[src/rtl/consmax_lut_loader_pkg.sv]
// Shared constants, FSM state encoding and FP entry layout for the ConSmax LUT loader.
package consmax_lut_loader_pkg;
    localparam int GBUS_DATA = 64;
    localparam int IDATA_BIT = 8;
    localparam int EXP_BIT   = 8;
    localparam int MAT_BIT   = 7;
    localparam int LUT_DATA  = EXP_BIT + MAT_BIT + 1;
    localparam int LUT_ADDR  = IDATA_BIT >> 1;
    localparam int LUT_DEPTH = 2 ** LUT_ADDR;

    // K entries per bus word; TOTAL entries span both LUT banks.
    localparam int K       = GBUS_DATA / LUT_DATA;
    localparam int TOTAL   = 2 * LUT_DEPTH;
    localparam int LANE_W  = (K > 1) ? $clog2(K) : 1;
    localparam int ENTRY_W = LUT_ADDR + 2;

    localparam logic [1:0] ST_IDLE  = 2'd0;
    localparam logic [1:0] ST_FETCH = 2'd1;
    localparam logic [1:0] ST_WRITE = 2'd2;
    localparam logic [1:0] ST_DONE  = 2'd3;

    typedef struct packed {
        logic               sign;
        logic [EXP_BIT-1:0] expo;
        logic [MAT_BIT-1:0] mant;
    } fp_entry_t;
endpackage

[src/rtl/consmax_lut_unpack.sv]
// Word buffer plus lane mux; a word being loaded this cycle bypasses to lane 0.
module consmax_lut_unpack
    import consmax_lut_loader_pkg::*;
(
    input  logic                 clk,
    input  logic                 rst_n,
    input  logic                 load,
    input  logic [GBUS_DATA-1:0] in_data,
    input  logic [LANE_W-1:0]    sel,
    output logic [LUT_DATA-1:0]  entry
);
    logic [GBUS_DATA-1:0] word_q, word_d;

    always_comb begin
        word_d = word_q;
        if (load) word_d = in_data;
    end

    always_ff @(posedge clk) begin
        if (!rst_n) word_q <= '0;
        else        word_q <= word_d;
    end

    always_comb begin
        entry = word_q[sel*LUT_DATA +: LUT_DATA];
        if (load) entry = in_data[LUT_DATA-1:0];
    end
endmodule

[src/rtl/consmax_lut_loader.sv]
// ConSmax LUT loader: fetches packed LUT words over valid/ready and streams single-entry
// writes across both banks. Define CONSMAX_LUT_CHECKSUM_EN to add the lut_checksum port.
module consmax_lut_loader
    import consmax_lut_loader_pkg::*;
(
    input  logic                 clk,
    input  logic                 rst_n,
    input  logic                 start,
    input  logic                 abort,
    input  logic [7:0]           cfg_shift_in,
    input  logic [GBUS_DATA-1:0] in_data,
    input  logic                 in_valid,
    output logic                 in_ready,
    output logic [LUT_ADDR:0]    lut_waddr,
    output logic                 lut_wen,
    output logic [LUT_DATA-1:0]  lut_wdata,
    output logic [7:0]           cfg_consmax_shift,
    output logic                 busy,
    output logic                 done
`ifdef CONSMAX_LUT_CHECKSUM_EN
    ,
    output logic [LUT_DATA-1:0]  lut_checksum
`endif
);
    logic [1:0]          state_q, state_d;
    logic [ENTRY_W-1:0]  entry_q, entry_d;
    logic [LANE_W-1:0]   lane_q, lane_d;
    logic                in_ready_q, in_ready_d;
    logic                lut_wen_q, lut_wen_d;
    logic [LUT_ADDR:0]   lut_waddr_q, lut_waddr_d;
    logic [LUT_DATA-1:0] lut_wdata_q, lut_wdata_d;
    logic [7:0]          shift_q, shift_d;
    logic                busy_q, busy_d;
    logic                done_q, done_d;
    logic                start_hit, abort_hit, accept, last_lane;
    logic [LUT_DATA-1:0] unpack_entry;
    fp_entry_t           lane_entry;

    assign start_hit  = (state_q == ST_IDLE) && start && !abort;
    assign abort_hit  = (state_q != ST_IDLE) && abort;
    assign accept     = (state_q == ST_FETCH) && in_valid && in_ready_q && !abort;
    assign last_lane  = (lane_q == LANE_W'(K - 1));
    assign lane_entry = fp_entry_t'(unpack_entry);

    consmax_lut_unpack u_unpack (
        .clk     (clk),
        .rst_n   (rst_n),
        .load    (accept),
        .in_data (in_data),
        .sel     (lane_d),
        .entry   (unpack_entry)
    );

    // Output registers are loaded from the next-state view, so each write is visible
    // in the same cycle the FSM sits in WRITE for it.
    always_comb begin
        state_d     = state_q;
        entry_d     = entry_q;
        lane_d      = lane_q;
        shift_d     = shift_q;
        lut_waddr_d = lut_waddr_q;
        lut_wdata_d = lut_wdata_q;
        case (state_q)
            ST_IDLE: begin
                if (start_hit) begin
                    state_d = ST_FETCH;
                    shift_d = cfg_shift_in;
                    entry_d = '0;
                    lane_d  = '0;
                end
            end
            ST_FETCH: begin
                if (accept) begin
                    state_d = ST_WRITE;
                    lane_d  = '0;
                end
            end
            ST_WRITE: begin
                entry_d = entry_q + ENTRY_W'(1);
                lane_d  = lane_q + LANE_W'(1);
                if (last_lane)
                    state_d = (entry_q == ENTRY_W'(TOTAL - 1)) ? ST_DONE : ST_FETCH;
            end
            ST_DONE:  state_d = ST_IDLE;
            default:  state_d = ST_IDLE;
        endcase
        if (abort_hit) begin
            state_d = ST_IDLE;
            entry_d = '0;
            lane_d  = '0;
        end
        if (state_d == ST_WRITE) begin
            lut_waddr_d = entry_d[LUT_ADDR:0];
            lut_wdata_d = lane_entry;
        end
        in_ready_d = (state_d == ST_FETCH);
        lut_wen_d  = (state_d == ST_WRITE);
        busy_d     = (state_d != ST_IDLE);
        done_d     = (state_d == ST_DONE);
    end

    always_ff @(posedge clk) begin
        if (!rst_n) begin
            state_q     <= ST_IDLE;
            entry_q     <= '0;
            lane_q      <= '0;
            in_ready_q  <= 1'b0;
            lut_wen_q   <= 1'b0;
            lut_waddr_q <= '0;
            lut_wdata_q <= '0;
            shift_q     <= '0;
            busy_q      <= 1'b0;
            done_q      <= 1'b0;
        end else begin
            state_q     <= state_d;
            entry_q     <= entry_d;
            lane_q      <= lane_d;
            in_ready_q  <= in_ready_d;
            lut_wen_q   <= lut_wen_d;
            lut_waddr_q <= lut_waddr_d;
            lut_wdata_q <= lut_wdata_d;
            shift_q     <= shift_d;
            busy_q      <= busy_d;
            done_q      <= done_d;
        end
    end

    assign in_ready          = in_ready_q;
    assign lut_wen           = lut_wen_q;
    assign lut_waddr         = lut_waddr_q;
    assign lut_wdata         = lut_wdata_q;
    assign cfg_consmax_shift = shift_q;
    assign busy              = busy_q;
    assign done              = done_q;

`ifdef CONSMAX_LUT_CHECKSUM_EN
    // Sums the writes already presented, so the total for the load lands with done.
    logic [LUT_DATA-1:0] checksum_q, checksum_d;

    always_comb begin
        checksum_d = checksum_q;
        if (lut_wen_q)             checksum_d = checksum_q + lut_wdata_q;
        if (start_hit || abort_hit) checksum_d = '0;
    end

    always_ff @(posedge clk) begin
        if (!rst_n) checksum_q <= '0;
        else        checksum_q <= checksum_d;
    end

    assign lut_checksum = checksum_q;
`endif
endmodule

[config.mk]
export PLATFORM = sky130hd
export DESIGN_NAME = consmax_lut_loader
export DESIGN_NICKNAME = d
export VERILOG_FILES = /design/src/rtl/consmax_lut_loader_pkg.sv /design/src/rtl/consmax_lut_unpack.sv /design/src/rtl/consmax_lut_loader.sv
export SDC_FILE = /design/constraint.sdc
export NUM_CORES = 1
export LEC_CHECK = 0
export CAP_MARGIN = 20
export CORE_ASPECT_RATIO = 1.4
export CORE_UTILIZATION = 52
export DETAILED_ROUTE_END_ITERATION = 12
export GPL_ROUTABILITY_DRIVEN = 0
export PLACE_DENSITY_LB_ADDON = 0.12
export SLEW_MARGIN = 10
export SYNTH_ARGS = -nofsm -noshare
export SYNTH_HDL_FRONTEND = slang
export SYNTH_SLANG_ARGS = --single-unit
export TNS_END_PERCENT = 5
[constraint.sdc]
create_clock -name clk -period 2.42 [get_ports clk]
set_clock_uncertainty 0.1 [all_clocks]
set_input_delay 0.363 -clock clk [delete_from_list [all_inputs] [get_ports clk]]
set_output_delay 0.363 -clock clk [all_outputs]
set_load 0.005 [all_outputs]
==> out/metrics.yaml <==
slew_viol_final: 0
synth-seq-cells: 107
synth_top_area_share: 0.390
yosysMostFrequentCell: "nand2_1"
slew_headroom: 0.554
vdd_ir_drop_max_mv: 0.330
synth_common_cells: "158 x nand2_1, 107 x dfxtp_1, 61 x a21boi_1"
finalCritPeriodShare: 0.900
cp-end-kind: "register"
grt_max_degree: 52
syn_avg_cell_area_um2: 8.17
power.sequential.fraction: 0.516
cts_tree: "done"
dieHeight_um: 124
ant_nets: 0
clock_latency_ns: 0.34
antenna_cells: 0
ys.flop_type: "dfxtp_1"
netlist_area_um2: 5490
synth_seq_area_share: 0.390
async_reset_ff_frac: 0
setup_tns_ns: 0
setup_viol: 0
power_leakage_nw: 2.38
start_util: 0.533
run_status: "complete, no violations"
powerDensity_nw_per_um2: 498
rows: 44
cts_made_buffers: 9
cts_max_level: 3
combPwrFrac: 0.097
io_buffers: 109
drc: 0
final_layout_size_suffix_gt1_frac: 0.0831
vias: 5117
internal-power_mw: 2.72
synth_cell_types: 51
fin_crit_ns: 2.18
fmax_ghz: 0.459
worstPathMaxFanout: 32
yosysTopAreaCell: "dfxtp_1"
routedWlPerCell_um: 15.8
dp_hpwl_um: 9950
switching_share: 0.219
synth-edff-count: 0
overflow: 0
viasPerCell: 5.71
clock_power_share: 0.387
hold_viol: 0
worstPathArrival_ns: 2.30
die_x_um: 88.9
gr-usage-all-layers: 0.266
root_buffer: "clkbuf_16"
drt-initial-drc-count: 394
hp-class: "reg -> reg"
grt_pass1_wl_um: 22700
rsz0062_at_grt: "false"
setup_ws_ns: 0.242
clock-sinks: 107
crit_type: "reg -> reg"
antenna_found_initial: 0
post-route-util: 0.679
fp.coreArea_um2: 10300
finalNetCount: 834
clkTransAtPathRegs_ns: 0.07
grt_pass1_vias: 4644
io_pins: 110
drt_pre_antenna_iters: 5
ctsLongestPathBuffers: 2
wl_um: 14200
post_cts_buffers: 0
cp_data_required_time_ns: 2.54
synthesis.nets: 751
crit_path_start_kind: "register"
synthCells: 672
synth.top_cells.by_area: "dfxtp_1 39%, nand2_1 11%, a21boi_1 8.3%, a21boi_0 3.7%, o221a_1 2.9%"
tightestPinTransition_ns: 0.667
yosys_warnings: 0
cap_viol_max_count: 0
dp_slack_ns: -0.187
p_sw_mw: 0.761
design.die.area_um2: 11000
areaGrowthSynthToFinish_pct: 27.4
placed cells by master, fill, tap and decap left out, types with 3 or more instances in the layout:
| cell type | instances |
|---|---|
| a21boi_1 | 61 |
| o21ai_1 | 9 |
| nor2b_1 | 8 |
| and2_1 | 4 |
| nand2b_1 | 20 |
| buf_12 | 7 |
| nand3_1 | 19 |
| o211ai_1 | 16 |
| dfxtp_1 | 107 |
| a31oi_1 | 19 |
| nor2_1 | 28 |
| o221ai_1 | 7 |
| nor3b_1 | 3 |
| buf_4 | 15 |
| clkdlybuf4s50_1 | 108 |
| o221ai_2 | 9 |
| a21oi_1 | 3 |
| o21a_1 | 18 |
| nand2_1 | 158 |
| o221a_1 | 14 |
| and3_1 | 16 |
| clkbuf_16 | 9 |
| a21boi_0 | 27 |
| o21ai_0 | 30 |
| and3b_1 | 3 |
logic make-up (layout without fill, tap and decap cells):
| family | count (synthesis) | in the layout | synth area share |
|---|---|---|---|
| simple gates | 271 | 271 | 0.224 |
| compound gates | 228 | 228 | 0.321 |
| flops | 107 | 107 | 0.390 |
| buf+inv | 60 | 146 | 0.0529 |
| mux | 4 | 4 | 0.00775 |
| fa+ha+maj | 2 | 2 | 0.00456 |
worst max-delay path: stages, from the launching register on:
cell and delay (ns):
dfxtp_1 0.72, nor3b_1 0.34, a31oi_2 0.09, buf_12 0.19, o221a_1 0.24, o221ai_1 0.25
a31oi_1 0.12
per-stage QoR:
step / instances / total power, mW / area [µm²] / hold slack [ns]
final: 896 / 3.48 / 6990 / 0.349
after floorplan: 672 / 1.97 / 5490 / 0.331
after detailed placement: 882 / 2.17 / 6720 / 0.342
after global routing: 896 / 3.59 / 6990 / 0.364
after CTS: 896 / 3.49 / 6990 / 0.350
after global placement: 882 / 2.16 / 6720 / 0.339
flip-flops by register name, indices dropped and copies added (netlist names):
name	cells
done	1
lut_wen	1
lane_q	2
lut_waddr	5
in_ready	1
busy	1
state_q	2
entry_q	6
lut_wdata	16
u_unpack.word_q	64
cfg_consmax_shift	8
power by group through the flow:
stage | Clock, mW | Combinational (mW) | Sequential [mW]
4_1_cts | 1.36 | 0.337 | 1.80
3_3_place_gp | 0 | 0.330 | 1.83
6_report | 1.35 | 0.339 | 1.80
5_1_grt | 1.43 | 0.363 | 1.80
3_5_place_dp | 0 | 0.335 | 1.84
2_1_floorplan | 0 | 0.140 | 1.83
per-layer routing:
metal | global-route usage | vias up | part of all wire
met1 | 0.350 | 2386 | 0.44
met3 | 0.0398 | 30 | 0.053
met5 | 0 | - | 0
met2 | 0.441 | 179 | 0.48
met4 | 0.0938 | 0 | 0.026
li1 | - | 2522 | -
repair_timing:
item                       in CTS  in global routing
resized for setup               0                  1
setup endpoints to repair       0                 15
hold buffers                    0                  0
final cells by class:
type	count	area [µm²]
clock inverters	2	12.5
well taps	138	173
clock buffers	12	256
flip-flops and latches	107	2140
repair buffers	131	1340
fillers	865	3300
inverters	1	3.75
multi-input cells	505	3070
path summary, 6_finish.rpt:
| kind | startpoint | end | slack [ns] | depth (start not counted) |
|---|---|---|---|---|
| hold reg to reg | u_unpack.word_q[32] | u_unpack.word_q[32] | 0.35 | 2 |
| setup reg to reg | state_q[1] | lut_wdata[3] | 0.24 | 6 |
| hold / removal | u_unpack.word_q[32] | u_unpack.word_q[32] | 0.35 | 2 |
| setup / recovery | state_q[1] | lut_wdata[3] | 0.24 | 6 |
Power figures use the tool's default switching activity.
==> RTL edit (config.mk and constraints unchanged) <==
The option `CONSMAX_LUT_CHECKSUM_EN` is turned on by a define.
--- a/src/rtl/consmax_lut_loader.sv
+++ b/src/rtl/consmax_lut_loader.sv
@@ -1,5 +1,7 @@
 // ConSmax LUT loader: fetches packed LUT words over valid/ready and streams single-entry
 // writes across both banks. Define CONSMAX_LUT_CHECKSUM_EN to add the lut_checksum port.
+`define CONSMAX_LUT_CHECKSUM_EN
+
 module consmax_lut_loader
     import consmax_lut_loader_pkg::*;
 (
Check against the original RTL (old outputs only; new: lut_checksum): equivalent (Yosys induction, for registers that start in step).
==> RTL edit against the unedited design <==
  * Wire length rose by 8.8%
  * Non-clock buffer count rose by 24
  * Count of clock-buffer cells in the layout rose by 6
  * Cell count rose by 9.8%
  * Worst hold slack got worse by 0.17 ns
  * Synthesized area rose by 6.6%
  * Largest cell class unchanged
  * Maximum frequency fell by 5.8%
  * Design area rose by 15%
  * Combinational power fell by 21%
  * Sequential cell count rose by 16
  * Power rose by 41%
  * Setup slack got worse by 0.13 ns
  * Largest power group is now clock
  * Synthesized cell count rose by 3.6%
  * Clock power rose by 91%
==> RTL edit: results (changes against the unedited design) <==
[layout]
nonClkBufAreaFrac_pct = 18.8  ; -0.30 points
seqCellArea_mm2 = 0.00246  ; +15%
clock_buffers = 18  ; +6
drive_gt1_share_pct = 10.1  ; +1.8 points
clockNetworkAreaShare_pct = 7.64  ; +3.8 points
nFillCells = 820  ; -5.2%
nets = 925  ; +11%
seq_cells = 123  ; +15%
multi_input_area_share_pct = 40.1  ; -3.8 points

[timing]
whs_ns = 0.181  ; -0.168 ns

[synthesis]
synth_adder_area_share_pct = 3.98  ; +3.5 points
ys_top_cells_by_area = dfxtp_1, nand2_1, a21boi_0
yosysUniqueCellTypes = 54  ; +5.9%

[power_and_ir_drop]
leakagePower_nw = 2.86  ; +20%
switching_power_mw = 1.04  ; +37%
power_density_mw_per_mm2 = 611  ; +23%
seq_power_mw = 2.05  ; +14%
irDropWorstVdd_mv = 0.503  ; +52%

[global_route]
met3_usage_pct = 6.19  ; +2.2 points
grt_use_met1_pct = 35.8  ; +0.82 points
grt_pass1_wl_um = 25500  ; +12%
grt_max_degree = 94  ; +81%

[routing]
wl_met1_um = 6790  ; +9.3%
wl_met2_um = 7410  ; +8.1%
wl_met3_um = 852  ; +14%
vias_per_cell = 5.52  ; -3.3%

[worst_hold_path]
min_path_type = in -> reg
min_from = rst_n
hold_end = lut_waddr[2]

[setup_path]
r2r_cells = 8  ; +2
critical_path_arrival_ns = 2.52  ; +0.22 ns
max_stage_delay_ns = 0.40  ; -0.32 ns
critical-path-top-delay-family = compound AO/OA/AOI/OAI gates
cp_max_fo = 6  ; -81%
startpoint = lut_wdata[7]

[place]
dp.final_hpwl_um = 10800  ; +8.3%
portBuffers = 125  ; +15%

[cts]
clk-insertion-delay-late_ns = 0.41  ; +0.07 ns
htree_levels = 4  ; +1

[outcome]
status = finished clean

-- RTL edit: changes by cell type in the layout (fill, tap and decap cells not counted), sizes merged, moves of 16 or more --
| cell | change |
|---|---|
| a31oi | -17 |
| clkdlybuf4s50 | +16 |
| dfxtp | +16 |
| mux2i | +44 |
| nand2 | +39 |
| nand2b | -16 |
-- RTL edit: stage by stage --
| step | instance area [um2] | util (%) | setup WS [ns] | setup TNS, ns | cells |
|---|---|---|---|---|---|
| after floorplan | 5850 | - | 0.331 | 0 | 696 |
| after global placement | 7360 | 67.4 | 0.0484 | 0 | 952 |
| after detailed placement | 7360 | 67.4 | -0.0813 | -0.784 | 952 |
| after CTS | 7970 | 73.0 | 0.0284 | 0 | 984 |
| after global routing | 8010 | 73.3 | 0.0200 | 0 | 984 |
| final | 8010 | 73.3 | 0.109 | 0 | 984 |
